<file path="src/rtl/vc_input_buffer_mc_if.sv">
`default_nettype none
// ============================================================
// Module  : vc_input_buffer_mc_if
// Brief   : Flit input/output bundle of the VC input buffer.
// Revision: 1.0
// ============================================================
interface vc_input_buffer_mc_if #(
  parameter int NUM_VC     = 4,
  parameter int FIFO_DEPTH = 4,
  parameter int FLIT_WIDTH = 34
);
  localparam int VC_W   = $clog2(NUM_VC);
  localparam int OCUP_W = $clog2(FIFO_DEPTH + 1);

  logic [VC_W-1:0]          vc_id_i;
  logic [FLIT_WIDTH-1:0]    fdata_i;
  logic                     valid_i;
  logic [NUM_VC-1:0]        ready_o;
  logic [FLIT_WIDTH-1:0]    fdata_o;
  logic [VC_W-1:0]          vc_id_o;
  logic                     valid_o;
  logic                     ready_i;
  logic [NUM_VC*OCUP_W-1:0] ocup_o;

  modport master (
    output vc_id_i, fdata_i, valid_i, ready_i,
    input  ready_o, fdata_o, vc_id_o, valid_o, ocup_o
  );

  modport slave (
    input  vc_id_i, fdata_i, valid_i, ready_i,
    output ready_o, fdata_o, vc_id_o, valid_o, ocup_o
  );
endinterface
`default_nettype wire

</file>
<file path="src/rtl/vc_input_buffer_mc.sv">
`default_nettype none
// ============================================================
// Module  : vc_input_buffer_mc
// Brief   : NoC input buffer with per-VC FIFOs, route locking and
//           round-robin (optionally wormhole) output arbitration.
// Revision: 1.0
// ============================================================
module vc_input_buffer_mc #(
  parameter int NUM_VC     = 4,
  parameter int FIFO_DEPTH = 4,
  parameter int FLIT_WIDTH = 34,
  parameter int PKT_ARB    = 1
) (
  input  logic                clk,
  input  logic                arst,
  vc_input_buffer_mc_if.slave bus
);
  localparam int VC_W   = $clog2(NUM_VC);
  localparam int PTR_W  = $clog2(FIFO_DEPTH) + 1;
  localparam int AW     = PTR_W - 1;
  localparam int OCUP_W = $clog2(FIFO_DEPTH + 1);
  localparam logic [VC_W:0] c_num_vc      = (VC_W+1)'(NUM_VC);
  localparam logic [1:0]    c_type_head   = 2'b00;
  localparam logic [1:0]    c_type_tail   = 2'b10;
  localparam logic [1:0]    c_type_single = 2'b11;

  typedef enum logic [0:0] {ST_FREE = 1'b0, ST_PKT = 1'b1} state_t;

  logic [FLIT_WIDTH-1:0] r_mem  [NUM_VC][FIFO_DEPTH];
  logic [PTR_W-1:0]      r_wptr [NUM_VC];
  logic [PTR_W-1:0]      r_rptr [NUM_VC];
  logic [NUM_VC-1:0]     r_lock;
  logic [VC_W-1:0]       r_rr;
  logic [VC_W-1:0]       r_gnt;
  logic                  r_hold;
  state_t                r_state;
  state_t                w_state_nxt;

  logic [NUM_VC-1:0]        w_empty, w_full, w_ready, w_wr_vc, w_rd_vc;
  logic [1:0]               w_in_type, w_out_type;
  logic                     w_in_head_like, w_wr;
  logic [VC_W:0]            w_sum, w_gnt_inc;
  logic [VC_W-1:0]          w_rr_gnt, w_gnt, w_rr_nxt;
  logic                     w_rr_any, w_valid, w_xfer, w_rr_upd;
  logic [FLIT_WIDTH-1:0]    w_head_flit;
  logic [NUM_VC*OCUP_W-1:0] w_ocup;

  assign w_in_type      = bus.fdata_i[FLIT_WIDTH-1 -: 2];
  assign w_in_head_like = (w_in_type == c_type_head) || (w_in_type == c_type_single);
  assign w_wr           = bus.valid_i && ({1'b0, bus.vc_id_i} < c_num_vc) && w_ready[bus.vc_id_i];

  for (genvar v = 0; v < NUM_VC; v++) begin : g_vc
    assign w_empty[v] = (r_wptr[v] == r_rptr[v]);
    assign w_full[v]  = (r_wptr[v][AW-1:0] == r_rptr[v][AW-1:0]) && (r_wptr[v][AW] != r_rptr[v][AW]);
    // A locked VC is mid-packet: only body/tail may follow.
    assign w_ready[v] = !w_full[v] && !(r_lock[v] && w_in_head_like);
    assign w_wr_vc[v] = w_wr && (bus.vc_id_i == VC_W'(v));
    assign w_rd_vc[v] = w_xfer && (w_gnt == VC_W'(v));
  end

  always_comb begin
    w_ocup = '0;
    for (int v = 0; v < NUM_VC; v++) begin
      w_ocup[v*OCUP_W +: OCUP_W] = OCUP_W'(r_wptr[v] - r_rptr[v]);
    end
  end

  // Descending scan so the closest VC to r_rr wins the last assignment.
  always_comb begin
    w_rr_gnt = '0;
    w_rr_any = 1'b0;
    w_sum    = '0;
    for (int i = NUM_VC - 1; i >= 0; i--) begin
      w_sum = {1'b0, r_rr} + (VC_W+1)'(i);
      if (w_sum >= c_num_vc) w_sum = w_sum - c_num_vc;
      if (!w_empty[w_sum[VC_W-1:0]]) begin
        w_rr_gnt = w_sum[VC_W-1:0];
        w_rr_any = 1'b1;
      end
    end
  end

  always_comb begin
    if (r_state == ST_PKT || r_hold) begin
      w_gnt   = r_gnt;
      w_valid = !w_empty[r_gnt];
    end else begin
      w_gnt   = w_rr_gnt;
      w_valid = w_rr_any;
    end
  end

  assign w_head_flit = r_mem[w_gnt][r_rptr[w_gnt][AW-1:0]];
  assign w_out_type  = w_head_flit[FLIT_WIDTH-1 -: 2];
  assign w_xfer      = w_valid && bus.ready_i;
  assign w_gnt_inc   = {1'b0, w_gnt} + (VC_W+1)'(1);
  assign w_rr_nxt    = (w_gnt_inc == c_num_vc) ? '0 : w_gnt_inc[VC_W-1:0];
  // The pointer only moves once the grant is free again (tail or non-packet flit).
  assign w_rr_upd    = w_xfer && (w_state_nxt == ST_FREE);

  always_comb begin
    w_state_nxt = r_state;
    case (r_state)
      ST_FREE: if (w_xfer && (PKT_ARB != 0) && (w_out_type == c_type_head)) w_state_nxt = ST_PKT;
      ST_PKT:  if (w_xfer && (w_out_type == c_type_tail)) w_state_nxt = ST_FREE;
      default: w_state_nxt = ST_FREE;
    endcase
  end

  always_ff @(posedge clk) begin
    if (arst) r_state <= ST_FREE;
    else      r_state <= w_state_nxt;
  end

  always_ff @(posedge clk) begin
    if (arst) begin
      for (int v = 0; v < NUM_VC; v++) begin
        r_wptr[v] <= '0;
        r_rptr[v] <= '0;
      end
      r_lock <= '0;
      r_rr   <= '0;
      r_gnt  <= '0;
      r_hold <= 1'b0;
    end else begin
      for (int v = 0; v < NUM_VC; v++) begin
        if (w_wr_vc[v]) begin
          r_wptr[v] <= r_wptr[v] + PTR_W'(1);
          if (w_in_type == c_type_head)      r_lock[v] <= 1'b1;
          else if (w_in_type == c_type_tail) r_lock[v] <= 1'b0;
        end
        if (w_rd_vc[v]) r_rptr[v] <= r_rptr[v] + PTR_W'(1);
      end
      if (w_rr_upd) r_rr <= w_rr_nxt;
      r_gnt  <= w_gnt;
      r_hold <= w_valid && !bus.ready_i;
    end
  end

  always_ff @(posedge clk) begin
    if (!arst && w_wr) r_mem[bus.vc_id_i][r_wptr[bus.vc_id_i][AW-1:0]] <= bus.fdata_i;
  end

  assign bus.ready_o = w_ready;
  assign bus.valid_o = w_valid;
  assign bus.fdata_o = w_valid ? w_head_flit : '0;
  assign bus.vc_id_o = w_valid ? w_gnt : '0;
  assign bus.ocup_o  = w_ocup;
endmodule
`default_nettype wire

</file>
<file path="src/flat_wrapper.sv">
// flat-port wrapper written by rule: the top's interface ports become plain ports
module vc_input_buffer_mc_flat 
#(
  parameter int NUM_VC     = 4,
  parameter int FIFO_DEPTH = 4,
  parameter int FLIT_WIDTH = 34,
  parameter int PKT_ARB    = 1
)
  (clk, arst, bus_vc_id_i, bus_fdata_i, bus_valid_i, bus_ready_i, bus_ready_o, bus_fdata_o, bus_vc_id_o, bus_valid_o, bus_ocup_o);
  vc_input_buffer_mc_if #(.NUM_VC(NUM_VC), .FIFO_DEPTH(FIFO_DEPTH), .FLIT_WIDTH(FLIT_WIDTH)) bus_i ();
  input  logic clk;
  input  logic arst;
  input wire logic [$bits(bus_i.vc_id_i)-1:0] bus_vc_id_i;
  input wire logic [$bits(bus_i.fdata_i)-1:0] bus_fdata_i;
  input wire logic [$bits(bus_i.valid_i)-1:0] bus_valid_i;
  input wire logic [$bits(bus_i.ready_i)-1:0] bus_ready_i;
  output wire logic [$bits(bus_i.ready_o)-1:0] bus_ready_o;
  output wire logic [$bits(bus_i.fdata_o)-1:0] bus_fdata_o;
  output wire logic [$bits(bus_i.vc_id_o)-1:0] bus_vc_id_o;
  output wire logic [$bits(bus_i.valid_o)-1:0] bus_valid_o;
  output wire logic [$bits(bus_i.ocup_o)-1:0] bus_ocup_o;
  assign bus_i.vc_id_i = bus_vc_id_i;
  assign bus_i.fdata_i = bus_fdata_i;
  assign bus_i.valid_i = bus_valid_i;
  assign bus_i.ready_i = bus_ready_i;
  assign bus_ready_o = bus_i.ready_o;
  assign bus_fdata_o = bus_i.fdata_o;
  assign bus_vc_id_o = bus_i.vc_id_o;
  assign bus_valid_o = bus_i.valid_o;
  assign bus_ocup_o = bus_i.ocup_o;
  vc_input_buffer_mc #(.NUM_VC(NUM_VC), .FIFO_DEPTH(FIFO_DEPTH), .FLIT_WIDTH(FLIT_WIDTH), .PKT_ARB(PKT_ARB)) u_core (.clk(clk), .arst(arst), .bus(bus_i));
endmodule
</file>
<file path="config.mk">
export PLATFORM = sky130hd
export DESIGN_NAME = vc_input_buffer_mc_flat
export DESIGN_NICKNAME = d
export VERILOG_FILES = /design/src/rtl/vc_input_buffer_mc_if.sv /design/src/rtl/vc_input_buffer_mc.sv /design/src/flat_wrapper.sv
export SDC_FILE = /design/constraint.sdc
export NUM_CORES = 1
export LEC_CHECK = 0
export CAP_MARGIN = 30
export CELL_PAD_IN_SITES_DETAIL_PLACEMENT = 0
export CELL_PAD_IN_SITES_GLOBAL_PLACEMENT = 1
export CORE_UTILIZATION = 55
export CTS_BUF_LIST = sky130_fd_sc_hd__clkbuf_4 sky130_fd_sc_hd__clkbuf_8
export CTS_CLUSTER_DIAMETER = 80
export CTS_CLUSTER_SIZE = 16
export DETAILED_ROUTE_END_ITERATION = 8
export MAX_ROUTING_LAYER = met4
export PLACE_DENSITY_LB_ADDON = 0.1
export REMOVE_ABC_BUFFERS = 1
export SYNTH_ARGS = -nofsm -noshare
export SYNTH_HDL_FRONTEND = slang
export SYNTH_SLANG_ARGS = --single-unit
export TNS_END_PERCENT = 20
</file>
<file path="constraint.sdc">
create_clock -name clk -period 10 [get_ports clk]
set_input_delay 2 -clock clk [delete_from_list [all_inputs] [get_ports clk]]
set_output_delay 2 -clock clk [all_outputs]
set_load 0.01 [all_outputs]
</file>
==> impl_results.md, run 1 <==
- Outcome: completed
- Worst slew pin tran: 1.12 ns
- CTS hold repair buffers: 0
- Grt total ovfl: 0
- Routed len/inst: 24.1 um
- Vias: 13194
- Worst vdd ir: 0.000466 V
- Post-route DRC: 0
- Synth Area in Compound Gates: 7.87%
- Largest net degree at the start of global routing: 137
- Switching power total: 3.33 mW
- Flop pwr share: 32.9%
- Synth Flop Type: edfxtp_1
- CTS buffer count: 42
- Diodes inserted: 0
- Most frequent cells in the layout: edfxtp_1, mux2i_1, nand2_1, a211oi_1, clkdlybuf4s50_1
- Part of the power in combinational logic: 53.2%
- Crit start category: flip-flop
- Synth Area in Adders: 1.47%
- DR WL met2: 26100 um
- Starting DRT DRC Count: 906
- CTS Buffer Depth: 3
- CP top delay family: compound AO/OA/AOI/OAI gates
- Post-synthesis sequential area ratio: 71.3%
- Top sig layer: met4
- Dpl ws: 2.62 ns
- Async SR Flop Fraction: 0%
- Syn Inst Count: 1553
- Slowest-stage cell, CP: clkdlybuf4s50_1
- Final Cycle Share: 81.7%
- Die width: 212 um
- Min Tclk post-route: 8.17 ns
- Synth Cell Area: 24200 sq um
- Slew Limit Headroom: 25.0%
- Distinct cells, synth: 58
- Worst setup EP type: primary output
- Initial antenna violation count: 0
- Post-Route WL: 53400 um
- Post-route insts no fill: 2220
- Root Buffer: clkbuf_8
- Cell Int Power: 5.00 mW
- Die area: 44900 sq um
- Simple-gate portion of the synthesized area: 6.86%
- Vias in the first global route: 12791
- Mux cell area share after synthesis: 9.22%
- Post-CTS Resized: 0
- Max-Cap Viols: 0
- Clock latency on the worst-skew pair: 0.64 ns
- H-tree depth: 2
- Syn-to-layout area delta: 9.36%
- Sink Count: 578
- Sw Ratio: 40.0%
- Final setup violation count: 0
- Die H: 212 um
- F_max: 122 MHz
- RePlAce Congestion: 0.830
- Post-Synth XOR/XNOR Area: 0.713%
- CP required: 8.00 ns
- First-pass DRT Iterations: 5
- Most used cell, CP: a211oi_1
- Placeable core region: 43300 sq um
- Skew final: 0.0479 ns
- Row count: 76
- Number of synthesized flops with an enable pin: 568
- Final #Nets: 1691
- Cells after DPL: 2166
- Post-DP HPWL: 27300 um
- Placed inst area: 25800 sq um
- Fin. Hold Viols: 0
- Worst EP arrival: 6.17 ns
- CP Buf/Inv Count: 3
- Largest family of logic cells by synthesized area: multiplexers
- Finished layout cell area: 26500 sq um
- Pwr dens: 314 nW/um^2
- M1 wire length: 23400 um
- Post-Syn Area per Cell: 15.6 sq um
- Fillers: 3274
- CP cell instances: ha_1, and2_1, a211oi_1, o21bai_1, a32o_4, inv_6, a21oi_2, a21oi_4, buf_12, mux2i_1, a211oi_1, a311oi_1, nor3_1, clkdlybuf4s50_1
- Setup repair bufs after CTS: 0
- Post-DR vias/cell: 5.94
- Fin worst setup slack: 1.83 ns
- Critical setup path kind: reg -> out
- Class of the worst hold path: reg -> reg
- Crit-path max FO: 136
- Fin. max-slew vios: 0
- Post-route antenna net violation count: 0
- Leading cell type in the layout, fill and taps excluded: edfxtp_1
- #FFs+latches synth: 578
- YS warnings: 0
- Top Ports: 93
- Met3 WL post-DR: 2620 um
- Leak: 8.67 nW
- Setup TNS: 0 ns
- Share of cells above drive strength 1: 8.20%
- All-Layer GR Usage: 24.8%
- Clock share of power: 13.8%
- Clock Pin Slew Worst Setup and Hold Paths: 0.11 ns
- Global-route wire length before repair: 78800 um
- RSZ-0062 raised after global routing: false
- Final core utilization: 61.2%
- Count of input and output buffers: 92
- Worst path max stage delay: 0.65 ns
- Initial Util: 56.0%
- CTS tree: built
per-stage QoR:
step	power, mW	hold slack [ns]
final	8.32	0.518
after floorplan	5.76	0.465
after global placement	7.17	0.481
after CTS	8.38	0.524
after global routing	8.79	0.546
after detailed placement	7.24	0.496
area by class of cell:
class	instances	area, sq um	area share [%]
Tap cell	585	732	2.76
Timing Repair Buffer	125	1230	4.63
Clock buffer	48	623	2.35
Sequential cell	578	17300	65.2
Clock inverter	6	67.6	0.255
Inverter	28	110	0.416
Multi-Input combinational cell	850	6460	24.4
path summary, 6_finish.rpt:
kind / cells after the start / endpoint / startpoint / slack (ns)
setup reg to reg: 14 / u_core.r_rr[0] / u_core.r_rptr[2][0] / 5.15
hold reg to reg: 2 / u_core.r_lock[0] / u_core.r_lock[0] / 0.52
hold / removal: 2 / u_core.r_lock[0] / u_core.r_lock[0] / 0.52
setup / recovery: 14 / bus_fdata_o[15] / u_core.r_rptr[2][0] / 1.83
per-layer routing:
layer	track usage (%)	vias up
li1	-	6117
met3	3.55	77
met5	-	-
met1	32.9	6684
met2	40.0	316
met4	7.40	0
worst register-to-register path, stage by stage, from the launching register on:
cell      delay [ns]
edfxtp_1        0.49
ha_1            0.35
and2_1          0.20
a211oi_1        0.27
o21bai_1        0.10
a32o_4          0.35
inv_6           0.56
a211oi_2        0.17
nor2_4          0.46
buf_4           0.40
mux4_1          0.33
mux2_2          0.33
a211o_1         0.31
nand3_2         0.09
mux2_1          0.32
cells in the mapped netlist (2+ instances only):
cell / instances / share of area, %
nor2b_1: 69 / 1.8
a211oi_2: 2 / 0.10
or2_2: 5 / 0.13
a22oi_1: 5 / 0.16
o21bai_1: 2 / 0.062
buf_6: 12 / 0.56
a211oi_1: 131 / 4.1
and3_1: 12 / 0.31
buf_4: 17 / 0.53
clkbuf_1: 60 / 0.93
nor2_1: 49 / 0.76
mux4_2: 4 / 0.37
buf_2: 5 / 0.10
buf_1: 3 / 0.047
mux2_2: 5 / 0.23
a211o_1: 2 / 0.072
nand2_1: 152 / 2.4
ha_1: 22 / 1.1
fa_1: 4 / 0.33
nand3_2: 2 / 0.083
a21oi_1: 8 / 0.17
a21o_1: 6 / 0.19
o211ai_1: 3 / 0.093
dfxtp_1: 10 / 0.83
mux2i_1: 201 / 8.3
mux2_1: 2 / 0.093
nor3_1: 40 / 0.83
inv_1: 26 / 0.40
xnor2_1: 15 / 0.54
nand3_1: 7 / 0.14
nand2b_1: 5 / 0.13
edfxtp_1: 568 / 70
a21oi_2: 2 / 0.072
a311oi_1: 64 / 2.3
mux4_1: 2 / 0.22
o21ai_0: 4 / 0.083
and2_1: 5 / 0.13
inv_2: 2 / 0.031
power groups by stage:
stage	Combinational (mW)	Clock [mW]	Sequential, mW
2_1_floorplan	2.97	0	2.79
3_3_place_gp	4.38	0	2.80
3_5_place_dp	4.44	0	2.80
4_1_cts	4.45	1.18	2.74
5_1_grt	4.78	1.26	2.75
6_report	4.43	1.15	2.74
sequential cells by signal (all words and copies together) (netlist names):
| signal | count |
|---|---|
| u_core.r_state | 1 |
| u_core.r_rr | 2 |
| u_core.r_hold | 1 |
| u_core.r_gnt | 2 |
| u_core.r_wptr | 12 |
| u_core.r_mem | 544 |
| u_core.r_lock | 4 |
| u_core.r_rptr | 12 |
cells by family after synthesis:
logic type      Yosys count
compound gates          239
buf+inv                 125
flops                   578
xor+xnor                 18
mux                     214
simple gates            353
fa+ha+maj                26
Note: power is estimated with default switching activity, not from simulation.
==> inputs of run 2 (changes only) <==
CORE_UTILIZATION = 54   (was 55)
clock period = 8.2 ns   (was 10 ns; I/O delays follow)
==> run 2 against run 1 <==
  * Routed wire length grew 2.6%
  * Die area grew 1.8%
  * Cell count grew 1.0%
  * Power grew 23%
  * Setup slack lost 1.1 ns
  * First-iteration DRC count grew 27%
  * Combinational power grew 24%
  * Worst hold slack lost 0.0048 ns
  * Register-to-register slack lost 1.5 ns
  * Via count grew 1.6%
  * Highest routed layer unchanged
==> impl_results.md, run 2 (same netlist as run 1, synthesis figures left out) <==
- Outcome: completed (unchanged)
- Leading cell type in the layout, fill and taps excluded: edfxtp_1 (unchanged)
- Largest register FFs: 544 (unchanged)
- Fin. Hold Viols: 0 (unchanged)
- F_max: 135 MHz
- Sink Count: 578 (unchanged)
- RSZ-0062 raised after global routing: false (unchanged)
- Vias in the first global route: 13228 (was 12791)
- Pwr dens: 384 nW/um^2 (was 314 nW/um^2)
- CTS Buffer Depth: 3 (unchanged)
- Post-route antenna net violation count: 0 (unchanged)
- Initial Util: 54.8% (was 56.0%)
- Worst slew pin tran: 1.14 ns (was 1.12 ns)
- Leak: 8.80 nW (was 8.67 nW)
- Min Tclk post-route: 7.42 ns
- Count of input and output buffers: 92 (unchanged)
- Placeable core region: 44200 sq um (was 43300 sq um)
- Die area: 45700 sq um (was 44900 sq um)
- Most frequent cells in the layout: edfxtp_1, mux2i_1, nand2_1, a211oi_1, clkdlybuf4s50_1 (unchanged)
- Row count: 77 (was 76)
- Critical setup path kind: reg -> out (unchanged)
- Starting DRT DRC Count: 1147 (was 906)
- Fillers: 3367 (was 3274)
- Final setup violation count: 0 (unchanged)
- Grt total ovfl: 0 (unchanged)
- Crit start category: flip-flop (unchanged)
- Top Ports: 93 (unchanged)
- Fin. max-slew vios: 0 (unchanged)
- Skew final: 0.0480 ns (was 0.0479 ns)
- Syn-to-layout area delta: 10.4% (was 9.36%)
- CTS hold repair buffers: 0 (unchanged)
- Switching power total: 4.06 mW (was 3.33 mW)
- Setup repair bufs after CTS: 0 (unchanged)
- Die H: 214 um (was 212 um)
- Root Buffer: clkbuf_8 (unchanged)
- Class of the worst hold path: reg -> reg (unchanged)
- Worst setup EP type: primary output (unchanged)
- Max-Cap Viols: 0 (unchanged)
- CTS buffer count: 42 (unchanged)
- Final Cycle Share: 90.5%
- RePlAce Congestion: 0.865 (was 0.830)
- Share of cells above drive strength 1: 8.98% (was 8.20%)
- Clock latency on the worst-skew pair: 0.67 ns (was 0.64 ns)
- Worst EP arrival: 5.78 ns (was 6.17 ns)
- Largest net degree at the start of global routing: 89 (was 137)
- CP required: 6.56 ns (was 8.00 ns)
- Initial antenna violation count: 2 (was 0)
- Routed len/inst: 24.4 um (was 24.1 um)
- Post-CTS Resized: 0 (unchanged)
- Post-Route WL: 54800 um (was 53400 um)
- H-tree depth: 2 (unchanged)
- CTS tree: built (unchanged)
- Die width: 214 um (was 212 um)
- Cell Int Power: 6.21 mW (was 5.00 mW)
- Post-DR vias/cell: 5.98 (was 5.94)
- Setup TNS: 0 ns (unchanged)
- Post-route DRC: 0 (unchanged)
- First-pass DRT Iterations: 7 (was 5)
- Post-DP HPWL: 30000 um (was 27300 um)
- Global-route wire length before repair: 82000 um (was 78800 um)
- Clock share of power: 13.9% (was 13.8%)
- Clock Pin Slew Worst Setup and Hold Paths: 0.11 ns (about the same)
- Crit-path max FO: 60 (was 136)
- Flop pwr share: 32.6% (was 32.9%)
- Sw Ratio: 39.5% (was 40.0%)
- Part of the power in combinational logic: 53.5% (was 53.2%)
- Slew Limit Headroom: 23.5% (was 25.0%)
- Final #Nets: 1706 (was 1691)
- Vias: 13402 (was 13194)
- Worst vdd ir: 0.000344 V (was 0.000466 V)
- Finished layout cell area: 26700 sq um (was 26500 sq um)
- Placed inst area: 26000 sq um (was 25800 sq um)
- All-Layer GR Usage: 25.5% (was 24.8%)
## run 2: stage by stage
stage	hold WS (ns)	utilization (%)	std cells	setup WS (ns)	total power [mW]
finish	0.513	60.5	2243	0.783	10.3
detailed placement	0.489	58.7	2186	1.48	8.93
global placement	0.480	58.5	2182	1.51	8.88
global route	0.563	60.5	2243	0.481	10.9
CTS	0.519	60.3	2239	0.756	10.3
floorplan	0.465	-	1456	-4.79	6.98
## run 2: worst paths after layout
kind	startpoint	end	slack (ns)	cells past startpoint
max	u_core.r_rptr[2][0]	bus_fdata_o[17]	0.78	14
min	u_core.r_lock[3]	u_core.r_lock[3]	0.51	2
max reg2reg	u_core.r_rptr[2][0]	u_core.r_rr[0]	3.69	15
min reg2reg	u_core.r_lock[3]	u_core.r_lock[3]	0.51	2
## run 2: worst max-delay path, stage by stage, from the launching register on
cell	delay [ns]
edfxtp_1	0.52
ha_1	0.37
and2_1	0.21
a211oi_1	0.25
o21bai_1	0.10
a32o_4	0.34
inv_6	0.37
a21oi_2	0.15
a21oi_4	0.73
buf_12	0.38
mux2i_1	0.12
a211oi_1	0.32
a311oi_1	0.12
nor3_1	0.46
clkdlybuf4s50_1	0.64
## run 2: power by group through the flow
stage	clock, mW	sequential (mW)	combinational, mW
global placement	0	3.41	5.47
floorplan	0	3.40	3.59
finish	1.43	3.35	5.50
detailed placement	0	3.41	5.52
CTS	1.46	3.35	5.54
global route	1.55	3.35	6.00
## run 2: area by class of cell
| type | count | area (sq um) | share of cell area [%] |
|---|---|---|---|
| tap | 592 | 741 | 2.77 |
| clock inverter | 4 | 58.8 | 0.220 |
| inverter | 28 | 110 | 0.412 |
| clock buffer | 49 | 637 | 2.38 |
| antenna | 2 | 5.00 | 0.0187 |
| timing repair buffer | 140 | 1460 | 5.47 |
| sequential | 578 | 17300 | 64.5 |
| multi-input combinational | 850 | 6460 | 24.2 |
## run 2: routing by layer
metal / wire length (um) / share of wire, % / GRT usage (%) / vias to the layer above
met3: 2790 / 5.1 / 3.31 / 82
met2: 26400 / 48 / 41.0 / 352
met5: 0 / 0 / - / -
met1: 24500 / 45 / 34.8 / 6814
met4: 1050 / 1.9 / 6.43 / 0
li1: - / - / - / 6154
